File: src/rtl/serdes_host.sv
`default_nettype none
// ---------------------------------------------------------------------------
// serdes_host : host-side byte serdes driver for the CLA adder pin link.
// Optional rsp_err self-check via `define SERDES_HOST_SELFCHECK_EN.  Rev 1.0
// ---------------------------------------------------------------------------
module serdes_host #(
    parameter int WIDTH      = 16,
    parameter int RESULT_LAT = 1
) (
    input  logic             clk,
    input  logic             rst_n,
    input  logic             req_valid,
    output logic             req_ready,
    input  logic [WIDTH-1:0] op_a,
    input  logic [WIDTH-1:0] op_b,
    output logic             rsp_valid,
    input  logic             rsp_ready,
    output logic [WIDTH-1:0] rsp_z,
`ifdef SERDES_HOST_SELFCHECK_EN
    output logic             rsp_err,
`endif
    output logic [7:0]       pin_data_out,
    output logic             pin_byte_valid,
    output logic             pin_start_calc,
    output logic             pin_output_result,
    input  logic [7:0]       pin_data_in
);

    localparam int c_nb = WIDTH / 8;
    localparam int c_cw = (c_nb > 16) ? $clog2(c_nb) : 4;
    localparam logic [c_cw-1:0] c_nb_last  = c_cw'(c_nb - 1);
    localparam logic [c_cw-1:0] c_lat_last = c_cw'((RESULT_LAT > 0) ? RESULT_LAT - 1 : 0);

    generate
        if ((WIDTH % 8) != 0 || WIDTH < 8) begin : g_bad_width
            $error("serdes_host: WIDTH must be a multiple of 8 and at least 8");
        end
        if (RESULT_LAT < 0 || RESULT_LAT > 15) begin : g_bad_lat
            $error("serdes_host: RESULT_LAT must be in 0..15");
        end
    endgenerate

    typedef enum logic [2:0] {
        IDLE    = 3'd0,
        SEND_A  = 3'd1,
        SEND_B  = 3'd2,
        START   = 3'd3,
        WAIT    = 3'd4,
        COLLECT = 3'd5,
        RESP    = 3'd6
    } state_e;

    state_e             state_q, state_d;
    logic [c_cw-1:0]    cnt_q, cnt_d;
    logic [2*WIDTH-1:0] sh_q, sh_d;
    logic [WIDTH-1:0]   res_q, res_d;
    logic [WIDTH-1:0]   rsp_z_q, rsp_z_d;
    logic               req_ready_q, req_ready_d;
    logic               rsp_valid_q, rsp_valid_d;
    logic [7:0]         pin_data_out_q, pin_data_out_d;
    logic               pin_byte_valid_q, pin_byte_valid_d;
    logic               pin_start_calc_q, pin_start_calc_d;
    logic               pin_output_result_q, pin_output_result_d;
    logic               accept;

    assign accept = (state_q == IDLE) && req_valid && req_ready_q;

    always_ff @(posedge clk or negedge rst_n) begin
        if (!rst_n) begin
            state_q             <= IDLE;
            cnt_q               <= '0;
            sh_q                <= '0;
            res_q               <= '0;
            rsp_z_q             <= '0;
            req_ready_q         <= 1'b0;
            rsp_valid_q         <= 1'b0;
            pin_data_out_q      <= 8'h00;
            pin_byte_valid_q    <= 1'b0;
            pin_start_calc_q    <= 1'b0;
            pin_output_result_q <= 1'b0;
        end else begin
            state_q             <= state_d;
            cnt_q               <= cnt_d;
            sh_q                <= sh_d;
            res_q               <= res_d;
            rsp_z_q             <= rsp_z_d;
            req_ready_q         <= req_ready_d;
            rsp_valid_q         <= rsp_valid_d;
            pin_data_out_q      <= pin_data_out_d;
            pin_byte_valid_q    <= pin_byte_valid_d;
            pin_start_calc_q    <= pin_start_calc_d;
            pin_output_result_q <= pin_output_result_d;
        end
    end

    always_comb begin
        state_d = state_q;
        cnt_d   = cnt_q;
        sh_d    = sh_q;
        res_d   = res_q;
        rsp_z_d = rsp_z_q;

        case (state_q)
            IDLE: begin
                if (accept) begin
                    sh_d    = {op_b, op_a};
                    cnt_d   = '0;
                    state_d = SEND_A;
                end
            end
            SEND_A, SEND_B: begin
                sh_d = sh_q >> 8;
                if (cnt_q == c_nb_last) begin
                    cnt_d   = '0;
                    state_d = (state_q == SEND_A) ? SEND_B : START;
                end else begin
                    cnt_d = cnt_q + c_cw'(1);
                end
            end
            START: begin
                cnt_d   = '0;
                state_d = (RESULT_LAT == 0) ? COLLECT : WAIT;
            end
            WAIT: begin
                if (cnt_q == c_lat_last) begin
                    cnt_d   = '0;
                    state_d = COLLECT;
                end else begin
                    cnt_d = cnt_q + c_cw'(1);
                end
            end
            COLLECT: begin
                // Bytes arrive LSB first, so shift in from the top.
                res_d = res_q >> 8;
                res_d[WIDTH-1 -: 8] = pin_data_in;
                if (cnt_q == c_nb_last) begin
                    cnt_d   = '0;
                    rsp_z_d = res_d;
                    state_d = RESP;
                end else begin
                    cnt_d = cnt_q + c_cw'(1);
                end
            end
            RESP: begin
                if (rsp_valid_q && rsp_ready) begin
                    state_d = IDLE;
                end
            end
            default: begin
                state_d = IDLE;
                cnt_d   = '0;
            end
        endcase

        // Outputs are registered: they describe the state being entered.
        req_ready_d         = (state_d == IDLE);
        pin_byte_valid_d    = (state_d == SEND_A) || (state_d == SEND_B);
        pin_data_out_d      = pin_byte_valid_d ? sh_d[7:0] : 8'h00;
        pin_start_calc_d    = (state_d == START);
        pin_output_result_d = (state_d == WAIT) || (state_d == COLLECT);
        rsp_valid_d         = (state_d == RESP);
    end

`ifdef SERDES_HOST_SELFCHECK_EN
    logic [WIDTH-1:0] sum_q, sum_d;
    logic             rsp_err_q, rsp_err_d;

    always_comb begin
        sum_d     = accept ? (op_a + op_b) : sum_q;
        rsp_err_d = (state_d == RESP) && (rsp_z_d != sum_q);
    end

    always_ff @(posedge clk or negedge rst_n) begin
        if (!rst_n) begin
            sum_q     <= '0;
            rsp_err_q <= 1'b0;
        end else begin
            sum_q     <= sum_d;
            rsp_err_q <= rsp_err_d;
        end
    end

    assign rsp_err = rsp_err_q;
`endif

    assign req_ready         = req_ready_q;
    assign rsp_valid         = rsp_valid_q;
    assign rsp_z             = rsp_z_q;
    assign pin_data_out      = pin_data_out_q;
    assign pin_byte_valid    = pin_byte_valid_q;
    assign pin_start_calc    = pin_start_calc_q;
    assign pin_output_result = pin_output_result_q;

endmodule
`default_nettype wire

File: config.mk
export PLATFORM = sky130hd
export DESIGN_NAME = serdes_host
export DESIGN_NICKNAME = d
export VERILOG_FILES = /design/src/rtl/serdes_host.sv
export SDC_FILE = /design/constraint.sdc
export NUM_CORES = 1
export LEC_CHECK = 0
export ABC_AREA = 1
export CAP_MARGIN = 20
export CORE_ASPECT_RATIO = 0.6
export CORE_MARGIN = 3
export CORE_UTILIZATION = 45
export CTS_CLUSTER_SIZE = 30
export DETAILED_ROUTE_END_ITERATION = 8
export HOLD_SLACK_MARGIN = 0.05
export PLACE_DENSITY = 0.68
export SLEW_MARGIN = 20
export SYNTH_ARGS = -nofsm -noshare
export SYNTH_HDL_FRONTEND = slang
export SYNTH_SLANG_ARGS = --single-unit
File: constraint.sdc
create_clock -name clk -period 3.92 [get_ports clk]
set_clock_uncertainty 0.1 [all_clocks]
set_input_delay 0.588 -clock clk [delete_from_list [all_inputs] [get_ports clk]]
set_output_delay 0.588 -clock clk [all_outputs]
set_load 0.1 [all_outputs]
==> reports/metrics.cfg <==
[cts]
cts.clk_slew.worst_paths_ns = 0.06
hold_buffers = 0
cts_setup_buffers = 0
cts_root_buf = clkbuf_16
numCtsBuffers = 9
cts.sinks = 76
clock_latency_ns = 0.34
htree_levels = 3
clock_path_buffers = 2
cts_tree = built
ctsResizeCount = 0

[global_routing]
busiest_layer = met1
antenna_found_initial = 0
met2_usage_pct = 25.4
grt_max_degree = 77
met3_usage_pct = 7.13
grt_pass1_vias = 2567
grt_use_met1_pct = 28.6
grt_pass1_wl_mm = 12.7
overflow = 0
grt_use_total_pct = 19.0

[logic_synthesis]
ys_types = 28
async_flop_share_pct = 100
synth_edf_count = 0
synth_xor_area_share_pct = 0.258
synth_compound_area_share_pct = 6.57
synth.top_cell.area_share_pct = 56.1
ys_warn_count = 0
synth-main-ff-cell = dfrtp_1
syn_inst = 394
synthAdderAreaFrac_pct = 1.48
synth-simple-area-share_pct = 23.8
synthTopCellsByArea = dfrtp_1, nand2_1, inv_1
synth_area_per_cell_um2 = 8.60
synth_top_area_cell = dfrtp_1
syn-num-nets = 442
ys_top_cells_by_count = nand2_1, inv_1, dfrtp_1
netlist_area_um2 = 3390
post-synth-top-count-cell = nand2_1
synth_mux_area_share_pct = 0
yosysSeqAreaShare_pct = 56.1
synth_top_family_by_area = simple AND/OR/NAND/NOR gates
synth_seq_cells = 76

[pwr]
p_leak_nw = 2.30
peakVddDrop_mv = 0.477
powerDensity_nw_per_um2 = 965

[cells_and_area]
final_nets = 514
insertedDiodeCount = 0
syn2layout_area_growth_pct = 33.1
fillers = 601
layout-drive-gt1-share_pct = 7.43
stdcell_area_um2 = 4510

[min_path]
hp-class = primary input to async pin

[floorplan]
core_area_um2 = 6990
die_area_um2 = 8640
pin_count = 73
die_y_um = 73.2
initial_core_util_pct = 48.5
die_w_um = 118
row_count = 23

[setup_path]
reg2reg_depth = 7
slowest_delay_ns = 1.14
crit_chain = clkdlybuf4s50_1
r2r_start = state_q[1]$_DFF_PN0_
critPathMaxFanout = 2
critPathLaunchType = flop
path_buf_inv = 1
r2r_setup_slack_ns = 1.50
critPathKind = flop to primary output
critPathRequiredTime_ns = 3.23
critPathSlowestCell = clkdlybuf4s50_1
crit_family = buffers and inverters
end_kind = primary output
reg2reg_to = pin_data_out[5]$_DFF_PN0_
critical_path_arrival_ns = 1.84

[placement]
port_buffers = 72
gp_congestion = 0.816
place_area_um2 = 4160
dpl.hpwl_mm = 5.39

[sta]
fin_crit_sh_pct = 64.5
slew_headroom_pct = 34.2
max_freq_mhz = 395
hold_violations = 0
max_slew.worst_pin.slew_ns = 0.984
period_needed_ns = 2.53
grt_setup_unrepaired = no
slew_violations = 0
tns_ns = 0
setup_viol = 0

[route]
first_pass_iters = 4
viasPerCell = 4.71
vias = 2691
drc = 0
drtAntennaViolNets = 0
wl_per_cell_um = 13.4
routed_wl_mm = 7.64
first_iter_violations = 202

[outcome]
outcome = complete, no violations

[run]
maxCapViolCount = 0

## state kept, by name, summed over array words and instances, names as in the netlist
register	cells
sh_q	32
rsp_z	16
pin_data_out	8
res_q	8
cnt_q	4
state_q	3
pin_byte_valid	1
pin_output_result	1
pin_start_calc	1
req_ready	1
rsp_valid	1
## kinds of logic (layout without fill, tap and decap cells)
| kind of cell | Yosys count | after routing |
|---|---|---|
| xor gates and xnor gates | 1 | 1 |
| adders and majority gates | 4 | 4 |
| and+or+nand+nor | 180 | 180 |
| DFF | 76 | 76 |
| AOI/OAI and AO/OA | 36 | 36 |
| buffers and inverters | 97 | 174 |
## power breakdown
part | total [mW] | internal (mW) | switching (mW)
logic | 2.13 | 0.521 | 1.61
clock network | 0.963 | 0.655 | 0.308
registers | 1.26 | 1.09 | 0.175
total | 4.35 | 2.26 | 2.09
## layer usage
layer,part of all wire [%],up-vias
met1,52,1231
met3,8.2,6
met2,39,90
met5,0,-
met4,0.67,0
li1,-,1364
## per-stage QoR
step	setup WS (ns)	utilization (%)	total power, mW	cells	hold slack (ns)
3_5_place_dp	1.19	59.5	3.40	555	0.357
5_1_grt	1.27	64.5	4.61	571	0.371
4_1_cts	1.37	64.5	4.38	571	0.336
6_report	1.39	64.5	4.35	571	0.289
2_1_floorplan	1.86	-	2.90	394	0.192
3_3_place_gp	1.29	59.5	3.36	555	0.356
## cell type report
type                            count  area (µm²)  area share, %
Clock buffer                       12         256           5.69
Clock inverter                      4        95.1           2.11
Inverter                           86         325           7.21
Multi-Input combinational cell    221        1090           24.1
Sequential cell                    76        1900           42.2
Tap cell                          100         125           2.77
Timing Repair Buffer               72         718           15.9
## how the worst max path moves through the flow
stage,cells after the start,startpoint,slack [ns],endpoint
4_1_cts,1,rsp_valid$_DFF_PN0_,1.37,rsp_valid
3_3_place_gp,9,req_valid,1.29,pin_data_out[0]$_DFF_PN0_
5_1_grt,7,state_q[1]$_DFF_PN0_,1.27,pin_data_out[5]$_DFF_PN0_
6_report,1,rsp_valid$_DFF_PN0_,1.39,rsp_valid
2_1_floorplan,7,req_ready$_DFF_PN0_,1.86,pin_data_out[0]$_DFF_PN0_
3_5_place_dp,9,req_valid,1.19,pin_data_out[5]$_DFF_PN0_
## layout by cell type, fill, tap and decap left out
cell type and n:
nand2_1 90, inv_1 80, dfrtp_1 76, clkdlybuf4s50_1 71
nor2_1 44, o21ai_0 16, nand3_1 14, nand4_1 9
clkbuf_16 9, nor3_1 8, o22ai_1 8, o221ai_1 8
nand3_2 5, nand2_2 4, ha_1 4, inv_2 3
bufinv_16 3, nor2_2 2, clkinv_1 2, nor3_2 2
o21ai_1 2, clkbuf_8 2, nand2_4 1, inv_4 1
nand3_4 1, o211ai_1 1, a21oi_1 1, xor2_1 1
clkbuf_1 1, clkinv_2 1, buf_4 1
No activity file was read; power rests on OpenSTA's default activity.
